<file path="src/rtl/hsv_convert_pipe_if.sv">
`default_nettype none
// ============================================================================
// Module      : hsv_convert_pipe_if
// Description : Pixel bus for the RGB-to-HSV converter. Carries the input
//               pixel (valid, R, G, B, tag) and the converted output pixel
//               (valid, H, S, V, tag).
//   master : pixel source / result sink (drives in_*, observes out_*)
//   slave  : the converter (observes in_*, drives out_*)
// Parameters  : CW - component width, UW - sideband tag width
// Revision    : 1.0 - initial release
// ============================================================================
interface hsv_convert_pipe_if #(
  parameter int CW = 8,
  parameter int UW = 2
);
  logic          in_valid;
  logic [CW-1:0] in_r;
  logic [CW-1:0] in_g;
  logic [CW-1:0] in_b;
  logic [UW-1:0] in_user;

  logic          out_valid;
  logic [CW-1:0] out_h;
  logic [CW-1:0] out_s;
  logic [CW-1:0] out_v;
  logic [UW-1:0] out_user;

  modport master (
    output in_valid, in_r, in_g, in_b, in_user,
    input  out_valid, out_h, out_s, out_v, out_user
  );

  modport slave (
    input  in_valid, in_r, in_g, in_b, in_user,
    output out_valid, out_h, out_s, out_v, out_user
  );
endinterface
`default_nettype wire

</file>
<file path="src/rtl/hsv_convert_pipe.sv">
`default_nettype none
// ============================================================================
// Module      : hsv_convert_pipe
// Description : Fully pipelined RGB-to-HSV converter, one pixel per clock,
//               fixed latency of CW+4 cycles. Saturation and hue quotients
//               come from two CW-stage restoring dividers running in
//               parallel. The sideband tag travels with its pixel.
// Ports       : clock - rising-edge system clock
//               reset - synchronous, active-high; clears all valid bits and
//                       the output registers
//               bus   - hsv_convert_pipe_if.slave: in_valid/in_r/in_g/in_b/
//                       in_user in, out_valid/out_h/out_s/out_v/out_user out
// Parameters  : CW - component width (6..12), UW - tag width
// Revision    : 1.0 - initial release
// ============================================================================
module hsv_convert_pipe #(
  parameter int CW = 8,
  parameter int UW = 2
) (
  input  logic                 clock,
  input  logic                 reset,
  hsv_convert_pipe_if.slave    bus
);

  localparam int C_MAXV = (1 << CW) - 1;
  localparam int C_W2   = 2 * CW;       // numerator width
  localparam int C_DW   = CW + 3;       // denominator width, holds 6*MAXV
  localparam int C_RW   = 2 * CW + 3;   // partial remainder / trial width

  localparam logic [CW-1:0] C_OFF_G = CW'(C_MAXV / 3);
  localparam logic [CW-1:0] C_OFF_B = CW'((2 * C_MAXV) / 3);

  localparam logic [1:0] C_SEL_R = 2'd0;
  localparam logic [1:0] C_SEL_G = 2'd1;
  localparam logic [1:0] C_SEL_B = 2'd2;

  // --------------------------------------------------------------------------
  // Stage 1: input registers
  // --------------------------------------------------------------------------
  logic          r_s1_valid;
  logic [CW-1:0] r_s1_r;
  logic [CW-1:0] r_s1_g;
  logic [CW-1:0] r_s1_b;
  logic [UW-1:0] r_s1_user;

  always_ff @(posedge clock) begin
    r_s1_r    <= bus.in_r;
    r_s1_g    <= bus.in_g;
    r_s1_b    <= bus.in_b;
    r_s1_user <= bus.in_user;
  end

  // --------------------------------------------------------------------------
  // Stage 2: max / min / max selector (ties resolve R, then G, then B)
  // --------------------------------------------------------------------------
  logic [CW-1:0] w_s2_max;
  logic [CW-1:0] w_s2_min;
  logic [1:0]    w_s2_sel;

  always_comb begin
    w_s2_sel = C_SEL_R;
    w_s2_max = r_s1_r;
    if (!((r_s1_r >= r_s1_g) && (r_s1_r >= r_s1_b))) begin
      if (r_s1_g >= r_s1_b) begin
        w_s2_sel = C_SEL_G;
        w_s2_max = r_s1_g;
      end else begin
        w_s2_sel = C_SEL_B;
        w_s2_max = r_s1_b;
      end
    end
    w_s2_min = (r_s1_r <= r_s1_g) ? r_s1_r : r_s1_g;
    if (r_s1_b < w_s2_min) begin
      w_s2_min = r_s1_b;
    end
  end

  logic          r_s2_valid;
  logic [CW-1:0] r_s2_r;
  logic [CW-1:0] r_s2_g;
  logic [CW-1:0] r_s2_b;
  logic [CW-1:0] r_s2_max;
  logic [CW-1:0] r_s2_min;
  logic [1:0]    r_s2_sel;
  logic [UW-1:0] r_s2_user;

  always_ff @(posedge clock) begin
    r_s2_r    <= r_s1_r;
    r_s2_g    <= r_s1_g;
    r_s2_b    <= r_s1_b;
    r_s2_max  <= w_s2_max;
    r_s2_min  <= w_s2_min;
    r_s2_sel  <= w_s2_sel;
    r_s2_user <= r_s1_user;
  end

  // --------------------------------------------------------------------------
  // Stage 3: numerators, denominators and hue context
  // --------------------------------------------------------------------------
  logic [CW-1:0]   w_delta;
  logic [CW-1:0]   w_h_a;
  logic [CW-1:0]   w_h_b;
  logic [CW-1:0]   w_h_abs;
  logic            w_h_neg;
  logic [CW-1:0]   w_h_off;
  logic [C_W2-1:0] w_s_num;
  logic [C_W2-1:0] w_h_num;
  logic [C_DW-1:0] w_s_den;
  logic [C_DW-1:0] w_h_den;

  always_comb begin
    w_delta = r_s2_max - r_s2_min;
    // Hue difference operands: R uses g-b, G uses b-r, B uses r-g
    w_h_a   = r_s2_g;
    w_h_b   = r_s2_b;
    w_h_off = '0;
    case (r_s2_sel)
      C_SEL_G: begin
        w_h_a   = r_s2_b;
        w_h_b   = r_s2_r;
        w_h_off = C_OFF_G;
      end
      C_SEL_B: begin
        w_h_a   = r_s2_r;
        w_h_b   = r_s2_g;
        w_h_off = C_OFF_B;
      end
      default: ;
    endcase
    w_h_neg = (w_h_a < w_h_b);
    w_h_abs = w_h_neg ? (w_h_b - w_h_a) : (w_h_a - w_h_b);

    w_s_num = C_W2'(w_delta) * C_W2'(C_MAXV);
    w_h_num = C_W2'(w_h_abs) * C_W2'(C_MAXV);
    // A zero divisor only occurs with a zero numerator (black or grey);
    // substituting a non-zero divisor yields the required quotient of 0.
    w_s_den = (r_s2_max == '0) ? C_DW'(1) : C_DW'(r_s2_max);
    w_h_den = (w_delta == '0) ? C_DW'(6) : (C_DW'(w_delta) * C_DW'(6));
  end

  // --------------------------------------------------------------------------
  // Stages 4..CW+3: restoring dividers. Index 0 of each array is the stage-3
  // register; index k+1 is the register of stage 4+k. The remainder and
  // divisor are not needed after the last quotient bit, so those arrays stop
  // one stage short.
  // --------------------------------------------------------------------------
  logic [C_RW-1:0] r_p_s_rem [0:CW-1];
  logic [C_RW-1:0] r_p_h_rem [0:CW-1];
  logic [C_DW-1:0] r_p_s_den [0:CW-1];
  logic [C_DW-1:0] r_p_h_den [0:CW-1];
  logic [CW-1:0]   r_p_s_q   [0:CW];
  logic [CW-1:0]   r_p_h_q   [0:CW];
  logic [CW-1:0]   r_p_v     [0:CW];
  logic [CW-1:0]   r_p_off   [0:CW];
  logic [UW-1:0]   r_p_user  [0:CW];
  logic [CW:0]     r_p_neg;
  logic [CW:0]     r_p_vld;

  logic [C_RW-1:0] w_s_trial  [0:CW-1];
  logic [C_RW-1:0] w_h_trial  [0:CW-1];
  logic [CW-1:0]   w_s_ge;
  logic [CW-1:0]   w_h_ge;
  logic [CW-1:0]   w_s_q_nx   [0:CW-1];
  logic [CW-1:0]   w_h_q_nx   [0:CW-1];
  logic [C_RW-1:0] w_s_rem_nx [0:CW-2];
  logic [C_RW-1:0] w_h_rem_nx [0:CW-2];

  always_comb begin
    for (int k = 0; k < CW; k++) begin
      // Step k decides quotient bit CW-1-k (MSB first)
      w_s_trial[k] = C_RW'(r_p_s_den[k]) << (CW - 1 - k);
      w_h_trial[k] = C_RW'(r_p_h_den[k]) << (CW - 1 - k);
      w_s_ge[k]    = (r_p_s_rem[k] >= w_s_trial[k]);
      w_h_ge[k]    = (r_p_h_rem[k] >= w_h_trial[k]);
      w_s_q_nx[k]  = r_p_s_q[k] | (CW'(w_s_ge[k]) << (CW - 1 - k));
      w_h_q_nx[k]  = r_p_h_q[k] | (CW'(w_h_ge[k]) << (CW - 1 - k));
    end
    for (int k = 0; k < CW - 1; k++) begin
      w_s_rem_nx[k] = w_s_ge[k] ? (r_p_s_rem[k] - w_s_trial[k]) : r_p_s_rem[k];
      w_h_rem_nx[k] = w_h_ge[k] ? (r_p_h_rem[k] - w_h_trial[k]) : r_p_h_rem[k];
    end
  end

  // Data path registers advance every cycle; only valid bits are reset.
  always_ff @(posedge clock) begin
    r_p_s_rem[0] <= C_RW'(w_s_num);
    r_p_h_rem[0] <= C_RW'(w_h_num);
    r_p_s_den[0] <= w_s_den;
    r_p_h_den[0] <= w_h_den;
    r_p_s_q[0]   <= '0;
    r_p_h_q[0]   <= '0;
    r_p_v[0]     <= r_s2_max;
    r_p_off[0]   <= w_h_off;
    r_p_neg[0]   <= w_h_neg;
    r_p_user[0]  <= r_s2_user;
    for (int k = 0; k < CW; k++) begin
      r_p_s_q[k+1]  <= w_s_q_nx[k];
      r_p_h_q[k+1]  <= w_h_q_nx[k];
      r_p_v[k+1]    <= r_p_v[k];
      r_p_off[k+1]  <= r_p_off[k];
      r_p_neg[k+1]  <= r_p_neg[k];
      r_p_user[k+1] <= r_p_user[k];
    end
    for (int k = 0; k < CW - 1; k++) begin
      r_p_s_rem[k+1] <= w_s_rem_nx[k];
      r_p_h_rem[k+1] <= w_h_rem_nx[k];
      r_p_s_den[k+1] <= r_p_s_den[k];
      r_p_h_den[k+1] <= r_p_h_den[k];
    end
  end

  // Valid chain: in_valid seen together with reset is dropped here.
  always_ff @(posedge clock) begin
    if (reset) begin
      r_s1_valid <= 1'b0;
      r_s2_valid <= 1'b0;
      r_p_vld    <= '0;
    end else begin
      r_s1_valid <= bus.in_valid;
      r_s2_valid <= r_s1_valid;
      r_p_vld    <= {r_p_vld[CW-1:0], r_s2_valid};
    end
  end

  // --------------------------------------------------------------------------
  // Stage CW+4: hue offset correction and output registers (hold when idle)
  // --------------------------------------------------------------------------
  logic [CW-1:0] w_h_final;

  always_comb begin
    w_h_final = r_p_neg[CW] ? (r_p_off[CW] - r_p_h_q[CW])
                            : (r_p_off[CW] + r_p_h_q[CW]);
  end

  logic          r_out_valid;
  logic [CW-1:0] r_out_h;
  logic [CW-1:0] r_out_s;
  logic [CW-1:0] r_out_v;
  logic [UW-1:0] r_out_user;

  always_ff @(posedge clock) begin
    if (reset) begin
      r_out_valid <= 1'b0;
      r_out_h     <= '0;
      r_out_s     <= '0;
      r_out_v     <= '0;
      r_out_user  <= '0;
    end else begin
      r_out_valid <= r_p_vld[CW];
      if (r_p_vld[CW]) begin
        r_out_h    <= w_h_final;
        r_out_s    <= r_p_s_q[CW];
        r_out_v    <= r_p_v[CW];
        r_out_user <= r_p_user[CW];
      end
    end
  end

  assign bus.out_valid = r_out_valid;
  assign bus.out_h     = r_out_h;
  assign bus.out_s     = r_out_s;
  assign bus.out_v     = r_out_v;
  assign bus.out_user  = r_out_user;

endmodule
`default_nettype wire

</file>
<file path="src/flat_wrapper.sv">
// flat-port wrapper written by rule: the top's interface ports become plain ports
module hsv_convert_pipe_flat 
#(
  parameter int CW = 8,
  parameter int UW = 2
)
  (clock, reset, bus_in_valid, bus_in_r, bus_in_g, bus_in_b, bus_in_user, bus_out_valid, bus_out_h, bus_out_s, bus_out_v, bus_out_user);
  hsv_convert_pipe_if #(.CW(CW), .UW(UW)) bus_i ();
  input  logic clock;
  input  logic reset;
  input wire logic [$bits(bus_i.in_valid)-1:0] bus_in_valid;
  input wire logic [$bits(bus_i.in_r)-1:0] bus_in_r;
  input wire logic [$bits(bus_i.in_g)-1:0] bus_in_g;
  input wire logic [$bits(bus_i.in_b)-1:0] bus_in_b;
  input wire logic [$bits(bus_i.in_user)-1:0] bus_in_user;
  output wire logic [$bits(bus_i.out_valid)-1:0] bus_out_valid;
  output wire logic [$bits(bus_i.out_h)-1:0] bus_out_h;
  output wire logic [$bits(bus_i.out_s)-1:0] bus_out_s;
  output wire logic [$bits(bus_i.out_v)-1:0] bus_out_v;
  output wire logic [$bits(bus_i.out_user)-1:0] bus_out_user;
  assign bus_i.in_valid = bus_in_valid;
  assign bus_i.in_r = bus_in_r;
  assign bus_i.in_g = bus_in_g;
  assign bus_i.in_b = bus_in_b;
  assign bus_i.in_user = bus_in_user;
  assign bus_out_valid = bus_i.out_valid;
  assign bus_out_h = bus_i.out_h;
  assign bus_out_s = bus_i.out_s;
  assign bus_out_v = bus_i.out_v;
  assign bus_out_user = bus_i.out_user;
  hsv_convert_pipe #(.CW(CW), .UW(UW)) u_core (.clock(clock), .reset(reset), .bus(bus_i));
endmodule
</file>
<file path="config.mk">
export PLATFORM = sky130hd
export DESIGN_NAME = hsv_convert_pipe_flat
export DESIGN_NICKNAME = d
export VERILOG_FILES = /design/src/rtl/hsv_convert_pipe_if.sv /design/src/rtl/hsv_convert_pipe.sv /design/src/flat_wrapper.sv
export SDC_FILE = /design/constraint.sdc
export NUM_CORES = 1
export LEC_CHECK = 0
export CORE_AREA = 3 3 222 224
export DETAILED_ROUTE_END_ITERATION = 8
export DIE_AREA = 0 0 225 227
export GPL_ROUTABILITY_DRIVEN = 1
export PLACE_DENSITY = 0.86
export SYNTH_ARGS = -nofsm -noshare
export SYNTH_HDL_FRONTEND = slang
export SYNTH_SLANG_ARGS = --single-unit
</file>
<file path="constraint.sdc">
create_clock -name clock -period 14.3 [get_ports clock]
set_input_delay 2.86 -clock clock [delete_from_list [all_inputs] [get_ports clock]]
set_output_delay 2.86 -clock clock [all_outputs]
set_load 0.01 [all_outputs]
</file>
* Yosys cells after proc, flatten, opt, wreduce, memory -nomap -nowiden
Memories as Yosys holds them, arrays and structs flattened. A register that Yosys moved wholly into a read port is not among the register bits.
Index checks and enable logic that the tools add are counted.
W data, S select, Z words.
** Word-level totals
- Register bits :: 99
- Bits in writable memories :: 786
- Bits of input ports :: 29
- Output and inout bits :: 27
- Word-level logic and storage cells :: 117
- Memories kept :: 9
** Operators by class
- Add/subtract/negate cells :: 19
- $mul :: 3
- $lt $le $gt $ge :: 22
- Eq/ne operators :: 2
- Multiplexer cells :: 26
- Bitwise gates (word level) :: 16
- Reductions and logical operators :: 3
** Memories
- u_core.r_p_h_rem :: depth 8, bits a word 19, read ports 8, clocked after Yosys merged registers in 0, wr ports 8, RTL line hsv_convert_pipe.sv:148 : logic [C_RW-1:0] r_p_h_rem [0:CW-1];
- u_core.r_p_s_rem :: depth 8, bits a word 19, read ports 8, clocked after Yosys merged registers in 0, wr ports 8, RTL line hsv_convert_pipe.sv:147 : logic [C_RW-1:0] r_p_s_rem [0:CW-1];
- u_core.r_p_h_den :: depth 8, bits a word 11, read ports 8, clocked after Yosys merged registers in 0, wr ports 8, RTL line hsv_convert_pipe.sv:150 : logic [C_DW-1:0] r_p_h_den [0:CW-1];
- u_core.r_p_s_den :: depth 8, bits a word 11, read ports 8, clocked after Yosys merged registers in 0, wr ports 8, RTL line hsv_convert_pipe.sv:149 : logic [C_DW-1:0] r_p_s_den [0:CW-1];
- u_core.r_p_h_q :: depth 9, bits a word 8, read ports 9, clocked after Yosys merged registers in 0, wr ports 9, RTL line hsv_convert_pipe.sv:152 : logic [CW-1:0] r_p_h_q [0:CW];
- u_core.r_p_off :: depth 9, bits a word 8, read ports 9, clocked after Yosys merged registers in 0, wr ports 9, RTL line hsv_convert_pipe.sv:154 : logic [CW-1:0] r_p_off [0:CW];
- 3 more memories
** Operators with widths (count)
- $mux W19 :: 14
- $mux W8 :: 7
- $pmux W8 S2 :: 3
- $ge A19 B11 Y1 :: 2
- $ge A19 B12 Y1 :: 2
- $ge A19 B13 Y1 :: 2
- $ge A19 B14 Y1 :: 2
- $ge A19 B15 Y1 :: 2
- $ge A19 B16 Y1 :: 2
- $ge A19 B17 Y1 :: 2
- $ge A19 B18 Y1 :: 2
- $sub A19 B12 Y19 :: 2
- $sub A19 B13 Y19 :: 2
- $sub A19 B14 Y19 :: 2
- $sub A19 B15 Y19 :: 2
- $sub A19 B16 Y19 :: 2
- $sub A19 B17 Y19 :: 2
- $sub A19 B18 Y19 :: 2
- $mul A8 B8 Y16 const B :: 2
- $sub A8 B8 Y8 :: 4
- $ge A8 B8 Y1 :: 3
- $logic_not A8 Y1 :: 2
- $lt A8 B8 Y1 :: 2
- $or A8 B1 Y8 :: 2
- 15 further kinds :: 22

* Logic depth before layout (Yosys ltp)
- Word-level depth :: 5
- Depth in mapped cells :: 33
- Depth with buffers taken out :: 30

* Least setup slack after synthesis
No wires, ideal clock.
- Path type :: register to register
- Start :: register u_core.r_s2_sel[0]
- End :: memory u_core.r_p_h_rem[0][14] (netlist bit)
- Library setup time :: 123 ps
- Arrival :: 7062 ps
- Data required time :: 14177 ps
- Path slack :: 7114 ps
- Stages on the path, launching flop included :: 31
- Buffers on the path :: 3
- Clock period less this slack :: 7186 ps
- Cell sequence :: dfxtp_1 > inv_1 > ha_1 > clkbuf_1 > clkbuf_1 > a22oi_1 > o21ai_0 > inv_1 > fa_1 > and2b_1 > o2111ai_1 > a31o_2 > buf_4 > mux2_2 > o21ai_0 > a221o_1 > xor2_1 > fa_1 > inv_1 > fa_1 > inv_1 > fa_1 > inv_1 > fa_1 > inv_1 > ha_1 > o41a_1 > a41o_1 > o21ai_0 > a21oi_1 > xor2_1
** RTL lines
- start: declaration :: RTL line hsv_convert_pipe.sv:84 : logic [1:0] r_s2_sel;
- start signal: assignment :: RTL line hsv_convert_pipe.sv:93 : r_s2_sel <= w_s2_sel;
- end: declaration :: RTL line hsv_convert_pipe.sv:148

==> results.ini <==
[synth]
synth_area_leaders=dfxtp_1 48%, ha_1 12%, fa_1 5.0%, inv_1 4.3%, xnor2_1 3.0%
synth-async-reset-ratio_pct=0
netlist_instances=2918
synthDistinctLibCells=78
yosysWarnings=0
synth_top_area_share_pct=48.3
synth-seq-cells=739
synth.largest_area_cell=dfxtp_1
yosysSeqAreaShare_pct=48.3
syn_avg_cell_area_um2=10.5
syn_area_mm2=0.0306
synthesis.nets=3311
synthFlopType=dfxtp_1
synth_edf_count=0

[detailed_routing]
routed_via_density=5.53
first_pass_iters=7
wl_um=61500
ant_nets=0
drt_iter0_drc=1134
vias=20400
drcViolationCount=0
wl_per_cell_um=16.7

[clock_network]
cts-root-buf=clkbuf_16
insertion_delay_ns=0.61
cts.sinks=739
cts_resized=0
post_cts_buffers=0
ctsHoldBuffers=0
cts_buffers=73
htree_levels=3
clockBufferDepth=3
cts_tree=done
clk_pin_slew_ns=0.06

[timing]
max_freq_mhz=127
period_needed_ns=7.86
hold_viol=0
slew_viol_final=0
fin_tns_setup_ns=0
setup_viol=0
relSlewSlack_pct=18.8
rsz0062_at_grt=false
worst_slew_pin_slew_ns=1.21
min_period_over_period_pct=54.9
finalClockSkew_ns=0.0191

[setup_path]
crit_path_start_kind=flop
end_kind=flop
critPathMaxFanout=32
crit_arrival_ns=8.34
critPathRequiredTime_ns=14.78
criticalPathCategory=reg -> reg

[floorplan]
coreArea_mm2=0.0475
io_pins=56
rows=80
die_w_um=225
die_h_um=227
start_util_pct=64.5
die-area_mm2=0.0511

[final_layout]
nets=3401
syn_to_final_growth_pct=12.0
final_util_pct=72.2
drive_above_1_share_pct=6.85
n_fill_cell=2975
n_antenna_cell=0
design_area_mm2=0.0343

[global_route]
overflow=0
groute.usage.overall_pct=24.2
grt_start_max_net_pins=39
grt_pass1_vias=21200
antenna_found_initial=0
grt_pass1_wl_um=102000

[placement]
place.gp.congestion=0.906
hpwlAfterDp_um=42800
post_dp_cell_area_mm2=0.0318
portBuffers=55

[status]
outcome=completed

[job]
max_cap_violations=0

[hold_path]
hold_class=reg -> reg

worst paths after layout:
check | start | end | slack, ns | cells after the start
max reg2reg | u_core.r_s2_sel[0] | u_core.r_p_h_rem[0][14] | 6.44 | 26
max | u_core.r_s2_sel[0] | u_core.r_p_h_rem[0][14] | 6.44 | 26
min | u_core.r_p_v[1][0] | u_core.r_p_v[2][0] | 0.32 | 0
min reg2reg | u_core.r_p_v[1][0] | u_core.r_p_v[2][0] | 0.32 | 0
logic make-up after synthesis:
kind of cell,share of synthesized area [%]
XOR/XNOR,5.57
AND/OR/NAND/NOR,10.3
multiplexers,3.99
flip-flops,48.3
adder cells (fa/ha/maj),16.7
AO/OA/AOI/OAI,10.2
buffers and inverters,4.94
layout by cell type (no fill, tap or decap), types with 27 or more instances in the layout:
cell             synthesis  layout
nor2b_1                 61      61
a21oi_1                131     131
a21o_1                  40      40
inv_1                  350     350
clkbuf_16                0      73
nor2_1                 179     179
clkdlybuf4s50_1          0      55
o21ai_0                133     133
nand2_1                119     119
mux2i_1                 66      66
ha_1                   288     288
mux2_2                  50      50
o21a_1                  40      40
xor2_1                  89      89
xnor2_1                106     106
nor3_1                  58      58
nand2b_1                32      32
fa_1                    76      76
nand3_1                 27      27
dfxtp_1                739     739
worst max-delay path, stage by stage (launching register included):
cell and delay, ns:
dfxtp_1 0.35, inv_1 0.07, ha_1 0.82, o21ai_0 0.29
ha_1 0.29, fa_1 0.38, and2b_1 0.24, o2111ai_1 0.12
a31o_2 0.32, mux2_2 0.32, o21ai_0 0.19, a221o_1 0.23
xor2_1 0.67, fa_1 0.34, inv_1 0.07, fa_1 0.48
inv_1 0.06, fa_1 0.52, inv_1 0.05, fa_1 0.52
inv_1 0.04, ha_1 0.23, o41a_1 0.44, a41o_1 0.26
o21ai_0 0.15, a21oi_1 0.10, xor2_1 0.14
synthesized netlist by cell type (12+ instances only):
library cell  count
a211oi_1         12
a21o_1           40
a21oi_1         131
a22oi_1          17
buf_2            16
clkbuf_1         27
dfxtp_1         739
fa_1             76
ha_1            288
inv_1           350
mux2_2           50
mux2i_1          66
nand2_1         119
nand2b_1         32
nand3_1          27
nand4_1          24
nor2_1          179
nor2b_1          61
nor3_1           58
nor4_1           23
o21a_1           40
o21ai_0         133
o31ai_1          13
or3_1            26
xnor2_1         106
xor2_1           89
flip-flops by register name, summed over array words and instances, names as in the netlist, 9 cells and up:
signal,count
u_core.r_p_neg,9
u_core.r_p_h_q,36
u_core.r_p_v,72
u_core.r_p_off,18
u_core.r_p_s_rem,149
u_core.r_p_vld,9
u_core.r_p_s_q,36
u_core.r_p_user,18
u_core.r_p_s_den,64
u_core.r_p_h_rem,149
u_core.r_p_h_den,80
routing by layer:
layer / part of all wire, % / global-route usage [%] / up-vias
met5: 0 / 0 / -
met4: 4.1 / 11.0 / 0
met3: 4.1 / 3.29 / 198
met2: 52 / 45.7 / 579
met1: 40 / 27.2 / 9560
li1: - / - / 10000
metrics by stage:
| step | worst slack [ns] | hold slack [ns] | cells |
|---|---|---|---|
| floorplan | 7.11 | 0.310 | 2918 |
| global placement | 6.67 | 0.310 | 3548 |
| detailed placement | 6.42 | 0.312 | 3548 |
| CTS | 6.41 | 0.314 | 3680 |
| global route | 5.84 | 0.322 | 3680 |
| finish | 6.44 | 0.321 | 3680 |
final cells by class:
class / instances / area, um^2 / area share [%]
multi-input combinational: 1783 / 14300 / 41.8
inverter: 350 / 1310 / 3.83
clock buffer: 102 / 2130 / 6.19
timing repair buffer: 61 / 596 / 1.73
clock inverter: 30 / 385 / 1.12
sequential: 739 / 14800 / 43.1
tap: 615 / 769 / 2.24
Power is left out: the tool's default activity adds up to more than one toggle a clock period on the data nets, which glitch-free logic cannot reach.
